File: src/rtl/silly_eval_scheduler.sv
// Round-robin evaluation scheduler with a truth-table self-test sweep.
// Requesters share one evaluator, f(a,b,c) = 1 for {a,b,c} in {000, 100, 101}.
// A sweep evaluates all eight inputs once and compares the captured table
// against the expected 8'h31.
module silly_eval_scheduler #(
  parameter int unsigned N_REQ = 4,
  parameter int unsigned CNT_W = 16,
  localparam int unsigned IdW  = (N_REQ > 2) ? $clog2(N_REQ) : 1
) (
  input  logic               clk_i,
  input  logic               reset_ni,
  input  logic [N_REQ-1:0]   req_i,
  input  logic [3*N_REQ-1:0] abc_i,
  output logic [N_REQ-1:0]   ack_o,
  output logic               rsp_valid_o,
  output logic [IdW-1:0]     rsp_id_o,
  output logic               rsp_y_o,
  input  logic               bist_start_i,
  output logic               bist_busy_o,
  output logic               bist_done_o,
  output logic [7:0]         bist_table_o,
  output logic               bist_pass_o,
  output logic [CNT_W-1:0]   eval_count_o
);

  localparam logic [7:0] ExpTable = 8'h31;

  typedef enum logic [1:0] {StIdle, StSweep, StDone} state_e;

  state_e           state_q, state_d;
  logic [IdW-1:0]   ptr_q, ptr_d;
  logic             rsp_valid_q, rsp_valid_d;
  logic [IdW-1:0]   rsp_id_q, rsp_id_d;
  logic             rsp_y_q, rsp_y_d;
  logic [2:0]       k_q, k_d;
  logic [7:0]       table_q, table_d;
  logic             pass_q, pass_d;
  logic [CNT_W-1:0] cnt_q, cnt_d;

  logic             gnt_valid;
  int unsigned      gnt_idx;
  logic [2:0]       gnt_abc;

  function automatic logic eval_f(input logic [2:0] k);
    return (k == 3'b000) || (k == 3'b100) || (k == 3'b101);
  endfunction

  // Round-robin pick: first requester at or after ptr, wrapping.
  // Grants only in IdLE and never while reset is held.
  always_comb begin
    int unsigned idx;
    gnt_valid = 1'b0;
    gnt_idx   = 0;
    idx       = 0;
    ack_o     = '0;
    if (state_q == StIdle && reset_ni) begin
      for (int unsigned o = 0; o < N_REQ; o++) begin
        idx = (int'(ptr_q) + o) % N_REQ;
        if (!gnt_valid && req_i[idx]) begin
          gnt_valid = 1'b1;
          gnt_idx   = idx;
        end
      end
      if (gnt_valid) ack_o[gnt_idx] = 1'b1;
    end
    gnt_abc = abc_i[3*gnt_idx +: 3];
  end

  // Next-state for FSM, arbiter pointer, response, sweep and counter.
  always_comb begin
    state_d     = state_q;
    ptr_d       = ptr_q;
    rsp_valid_d = gnt_valid;
    rsp_id_d    = rsp_id_q;
    rsp_y_d     = rsp_y_q;
    k_d         = k_q;
    table_d     = table_q;
    pass_d      = pass_q;
    cnt_d       = cnt_q;

    if (gnt_valid) begin
      rsp_id_d = IdW'(gnt_idx);
      rsp_y_d  = eval_f(gnt_abc);
      ptr_d    = (gnt_idx == N_REQ - 1) ? '0 : IdW'(gnt_idx + 1);
    end

    unique case (state_q)
      StIdle: begin
        if (bist_start_i) begin
          state_d = StSweep;
          k_d     = '0;
          table_d = '0;
        end
      end
      StSweep: begin
        table_d[k_q] = eval_f(k_q);
        k_d          = k_q + 3'd1;
        if (k_q == 3'd7) begin
          state_d = StDone;
          // Pass flag lands together with the done pulse.
          pass_d  = (table_d == ExpTable);
        end
      end
      StDone:  state_d = StIdle;
      default: state_d = StIdle;
    endcase

    if ((gnt_valid || state_q == StSweep) && cnt_q != {CNT_W{1'b1}}) begin
      cnt_d = cnt_q + 1'b1;
    end
  end

  // State registers with asynchronous active-low reset.
  always_ff @(posedge clk_i or negedge reset_ni) begin
    if (!reset_ni) begin
      state_q     <= StIdle;
      ptr_q       <= '0;
      rsp_valid_q <= 1'b0;
      rsp_id_q    <= '0;
      rsp_y_q     <= 1'b0;
      k_q         <= '0;
      table_q     <= '0;
      pass_q      <= 1'b0;
      cnt_q       <= '0;
    end else begin
      state_q     <= state_d;
      ptr_q       <= ptr_d;
      rsp_valid_q <= rsp_valid_d;
      rsp_id_q    <= rsp_id_d;
      rsp_y_q     <= rsp_y_d;
      k_q         <= k_d;
      table_q     <= table_d;
      pass_q      <= pass_d;
      cnt_q       <= cnt_d;
    end
  end

  assign rsp_valid_o  = rsp_valid_q;
  assign rsp_id_o     = rsp_id_q;
  assign rsp_y_o      = rsp_y_q;
  assign bist_busy_o  = (state_q == StSweep);
  assign bist_done_o  = (state_q == StDone);
  assign bist_table_o = table_q;
  assign bist_pass_o  = pass_q;
  assign eval_count_o = cnt_q;

endmodule
File: config.mk
export PLATFORM = sky130hd
export DESIGN_NAME = silly_eval_scheduler
export DESIGN_NICKNAME = d
export VERILOG_FILES = /design/src/rtl/silly_eval_scheduler.sv
export SDC_FILE = /design/constraint.sdc
export NUM_CORES = 1
export LEC_CHECK = 0
export ABC_AREA = 1
export BUFFER_PORTS_ARGS = -buffer_cell sky130_fd_sc_hd__buf_2
export CORE_ASPECT_RATIO = 0.75
export CORE_MARGIN = 2
export CORE_UTILIZATION = 55
export CTS_BUF_LIST = sky130_fd_sc_hd__clkbuf_2 sky130_fd_sc_hd__clkbuf_4 sky130_fd_sc_hd__clkbuf_8
export CTS_CLUSTER_DIAMETER = 100
export DETAILED_ROUTE_END_ITERATION = 10
export HOLD_SLACK_MARGIN = 0.05
export PLACE_DENSITY = 0.81
export SLEW_MARGIN = 20
export SYNTH_ARGS = -nofsm -noshare
export SYNTH_HDL_FRONTEND = slang
export SYNTH_SLANG_ARGS = --single-unit
File: constraint.sdc
create_clock -name clk_i -period 3.6 [get_ports clk_i]
set_clock_uncertainty 0.2 [all_clocks]
set_input_delay 0.36 -clock clk_i [delete_from_list [all_inputs] [get_ports clk_i]]
set_output_delay 0.36 -clock clk_i [all_outputs]
set_load 0.03 [all_outputs]
After elaboration in Yosys (flattened, before gate mapping)

Cells that the tools add are included.

Add/subtract/negate cells: 6
Multipliers: 1
Magnitude comparators: 8
Eq/ne operators: 12
Shift operators: 1
Muxes and demuxes: 38
Reduce and logical (&&, ||, !) cells: 22

Operators with widths:

| cell                                                                    | count |
|---|---|
| 32-bit two-way mux                                                      | 5 |
| 12-bit by 33-bit variable part select with 3-bit output                 | 1 |
| 32-bit by 2-bit equality test with 1-bit output (second input constant) | 1 |
| 32-bit by 1-bit >= comparator with 1-bit output (second input constant) | 1 |
| 32-bit by 3-bit < comparator with 1-bit output (second input constant)  | 1 |
| 2-bit by 32-bit multiplier with 32-bit output (first input constant)    | 1 |
| 16-bit by 1-bit adder with 16-bit output (second input constant)        | 1 |
| 16-bit inequality test (second input constant)                          | 1 |
| 8-bit one-hot mux with 2 select lines                                   | 1 |
| 3-bit equality test (second input constant)                             | 5 |
| 1-bit two-way mux                                                       | 15 |
| 2-bit by 3-bit < comparator with 1-bit output (second input constant)   | 4 |
| 1-bit binary-select mux with 2-bit select                               | 4 |
| 8-bit bitwise mux                                                       | 1 |
| 8-bit by 6-bit equality test with 1-bit output (second input constant)  | 1 |
| 2-bit two-way mux                                                       | 4 |
| 4-bit two-way mux                                                       | 2 |
| 8-bit two-way mux                                                       | 1 |
| 1-bit logical AND                                                       | 7 |
| 3-bit zero test                                                         | 2 |
| 3-bit one-hot mux with 2 select lines                                   | 1 |
| 2-bit AND reduction                                                     | 3 |
| 1-bit logical OR                                                        | 5 |
| 2-bit by 1-bit adder with 2-bit output (second input constant)          | 2 |
| other kinds (15)                                                        | 18 |

Register bits after elaboration: 36
Bits of input ports: 19
Output and inout bits: 35
Logic and storage cells: 97

Logic depth before layout (Yosys ltp)

Depth in word-level cells: 22
Mapped depth: 15
Depth with buffers taken out: 14

Worst setup path after synthesis

OpenSTA, ideal clock, no wires.

Path type: register to output
From: register ptr_q[0]
To: output ack_o[0]
Arrival: 1.795 ns
Data required time: 3.040 ns
Slack: 1.245 ns
Cell stages (with the launch flop): 13
Path buffers: 1
Cell sequence: dfrtp_1 buf_6 inv_6 nand2_1 nand3_1 nand2_2 nor2_4 nand3_4 nand3_2 nor2_1 nor2_1 inv_1 nor2_1

Longest elaborated chain between the ends: 22
Elaborated cells on any way between the ends: 37
Classes of those cells: 3 x add/sub; 2 x order compare; 25 x mux; 7 x reduce/logical

Ends and longest elaborated chain:

| what                                                                                                                                    | RTL line | source |
|---|---|---|
| start, declared                                                                                                                         | 31       | `logic [IdW-1:0] ptr_q, ptr_d;` |
| start signal, assigned                                                                                                                  | 127      | `ptr_q <= ptr_d;` |
| 1-bit binary-select mux with 2-bit select                                                                                               | 59       | `if (!gnt_valid && req_i[idx]) begin` |
| 1-bit two-way mux (not written as such)                                                                                                 | 59       |  |
| 1-bit two-way mux                                                                                                                       | 59       |  |
| 1-bit two-way mux                                                                                                                       | 56       | `if (state_q == StIdle && reset_ni) begin` |
| 1-bit zero test                                                                                                                         | 59       |  |
| 1-bit logical AND                                                                                                                       | 59       |  |
| 1-bit two-way mux                                                                                                                       | 59       |  |
| 1-bit two-way mux                                                                                                                       | 56       |  |
| [... 6 more ...]                                                                                                                        | --       |  |
| 32-bit two-way mux                                                                                                                      | 59       |  |
| 32-bit two-way mux                                                                                                                      | 56       |  |
| 32-bit by 1-bit >= comparator with 1-bit output (not written as such) or 32-bit by 3-bit < comparator with 1-bit output (tied branches) | 64       | `if (gnt_valid) ack_o[gnt_idx] = 1'b1;` |
| 1-bit logical AND (not written as such)                                                                                                 | 64       |  |
| 1-bit two-way mux (not written as such)                                                                                                 | 64       |  |
| 1-bit demux with 2-bit select                                                                                                           | 64       |  |
| 4-bit two-way mux (*)                                                                                                                   | 64       |  |
| 4-bit two-way mux (*)                                                                                                                   | 56       |  |
| end, declared                                                                                                                           | 14       | `output logic [N_REQ-1:0] ack_o,` |

Every way passes the cells marked *; elsewhere a longest branch is shown, timed or not. The select of a mux whose other input is x is not followed.

Final worst setup path

From: register ptr_q[0]
To: output ack_o[2]

Same word-level chain as after synthesis.

==> impl_metrics.ini <==
[timing]
fmax_mhz = 358
setup_violations = 0
min_period_ns = 2.79
relSlewSlack_pct = 54.2
worst_pin_slew_ns = 0.683
slew_viol_final = 0
final.period_utilization_pct = 77.6
hold_viol = 0
rsz0062_at_grt = false
final.setup.tns_ns = 0

[clock_network]
cts_resized = 0
htreeDepth = 2
post_cts_buffers = 0
cts.sinks = 36
clockRootBuffer = clkbuf_8
cts_inserted_buffers = 5
clock_path_buffers = 2
path_clk_slew_ns = 0.06
cts_tree = built
clk_latency_ns = 0.29

[critical_path]
startpoint_type = flop
rr_startpoint = k_q[0]$_DFFE_PN0P_
setup.worst_path.start = ptr_q[0]$_DFFE_PN0P_
critPathCaptureType = output pin
critPathRequiredTime_ns = 3.04
worstPathMaxFanout = 10
cp_data_arrival_time_ns = 2.23
critical_path_class = reg -> out

[synthesis]
synth_area_mm2 = 0.00228
synth_top_cell_area_share_pct = 39.5
yosys.area.top_type = dfrtp_1
ys_ff_latch = 36
synth.area.top_cells = dfrtp_1 39%, nand2_1 13%, inv_1 6.1%
avgSynthCellArea_um2 = 7.68
ys_warn_count = 0
yosysSeqAreaShare_pct = 39.5
synth_nets = 321
synthCells = 297
synthDistinctLibCells = 33

[min_path]
hold_path.class = reg -> reg
min_from = rsp_y_o$_DFFE_PN0P_

[run]
max_cap_violations = 0

[floorplanning]
die_w_um = 78.4
die_y_um = 59.8
rows = 20
start_util_pct = 56.6
dieArea_mm2 = 0.00468
coreArea_mm2 = 0.00403
ios = 54

[layout]
layout-drive-gt1-share_pct = 26.1
diodes = 0
layout.cells.non_filler = 412
final_cell_mix = 80 x nand2_1, 53 x buf_2, 37 x inv_1
nNetsFinal = 381
final_common_cell = nand2_1
syn2layout_area_growth_pct = 18.5
register_area_um2 = 901
multi_input_area_mm2 = 0.00119
n_fill_cell = 368
fin_util_pct = 67.1

[power]
ir_drop_uv = 588
power_leakage_nw = 1.45
p_per_area_mw_per_mm2 = 856
finalPower_w = 0.00231

[detailed_routing]
ant_nets = 0
first_pass_iters = 5
drt_iter0_markers = 108
routedWlPerCell_um = 12.3
vias_per_cell = 5.17
totalWireLength_mm = 5.08
route.detailed.drc = 0
via_count = 2131

[placement]
port_buffers = 53
hpwl_mm = 3.89
place_congestion = 0.952
dp.cells = 404

[status]
status = completed

[grt]
grt_pass1_vias = 1888
grt_max_degree = 37
grt_overflow_total = 0
antenna_found_initial = 0
track_usage_pct = 23.4
grt_pass1_wl_mm = 8.43
-- Yosys cell counts --
master,number
a21oi_1,8
a22o_1,3
a32o_1,1
buf_6,1
buf_8,1
dfrtp_1,36
ha_1,5
inv_1,37
inv_2,3
inv_6,1
nand2_1,80
nand2_2,17
nand2_4,2
nand2_8,1
nand3_1,24
nand3_2,1
nand3_4,1
nand3b_1,2
nand4_1,5
nor2_1,19
nor2_2,1
nor2_4,2
nor3_1,4
nor4_1,2
o211ai_1,1
o21ai_0,15
o21ai_1,4
o21ai_2,2
o22ai_1,2
o41ai_1,1
xnor2_1,5
xor2_1,9
xor2_2,1
-- state kept, by name, indices dropped and copies added, names as in the netlist --
name and cells:
eval_count_o 16, bist_table_o 8, k_q 3, ptr_q 2
rsp_id_o 2, state_q 2, bist_pass_o 1, rsp_valid_o 1
rsp_y_o 1
-- stage by stage --
stage | worst slack, ns | cell area, um^2 | hold WS (ns)
6_report | 0.805 | 2700 | 0.294
5_1_grt | 0.580 | 2700 | 0.332
4_1_cts | 0.818 | 2700 | 0.291
3_5_place_dp | 1.15 | 2600 | 0.271
3_3_place_gp | 1.19 | 2600 | 0.263
2_1_floorplan | 1.24 | 2280 | -0.136
-- critical path: stages (launching register included) --
cell and delay [ns]:
dfrtp_1 0.58, inv_6 0.09, nand2_1 0.07, nand2_1 0.09, nand2_1 0.08, nand2_1 0.06, nand2_1 0.07, nand3_1 0.14
nand3_2 0.16, nor2_1 0.06, nor2_1 0.17, nand2_1 0.12, inv_1 0.06, buf_2 0.18
-- layer usage --
| metal | up-vias | GRT usage (%) | share of wire [%] |
|---|---|---|---|
| li1 | 1083 | - | - |
| met1 | 975 | 31.7 | 48 |
| met2 | 66 | 36.3 | 43 |
| met3 | 7 | 7.25 | 6.9 |
| met4 | 0 | 7.77 | 1.5 |
| met5 | - | 0 | 0 |
-- area by class of cell --
class,instances,share of cell area [%]
clock buffer,7,3.56
timing repair buffer,55,10.5
sequential,36,33.3
inverter,41,5.88
tap,55,2.55
multi-input combinational,218,44.2
-- path summary, 6_finish.rpt --
check | end | slack, ns | depth (start not counted)
max | ack_o[2] | 0.81 | 13
min | rsp_y_o$_DFFE_PN0P_ | 0.29 | 2
max reg2reg | bist_pass_o$_DFFE_PN0P_ | 1.31 | 7
min reg2reg | rsp_y_o$_DFFE_PN0P_ | 0.29 | 2
max in group asynchronous | k_q[0]$_DFFE_PN0P_ | 2.39 | 3
min in group asynchronous | eval_count_o[8]$_DFFE_PN0P_ | 0.50 | 3
-- what timing repair did --
action                                  in CTS  in global routing
hold endpoints to repair                    36                  0
endpoints found under the setup margin       0                  0
hold buffers                                 1                  0
-- logic make-up (layout without fill, tap and decap cells) --
kind of cell             after synthesis  after routing  synth area share [%]
adder cells (fa/ha/maj)                5              5                  2.74
AND/OR/NAND/NOR                      161            161                  34.0
AO/OA/AOI/OAI                         37             37                  9.55
XOR/XNOR                              15             15                  6.09
flip-flops                            36             36                  39.5
buffers and inverters                 43            103                  8.12
-- report_power, final --
part | total (W) | switching [W] | internal [W]
Sequential | 0.000708 | 0.000168 | 0.000539
Clock | 0.000305 | 0.000134 | 0.000170
Combinational | 0.00130 | 0.000897 | 0.000404
Power figures use the tool's default switching activity.
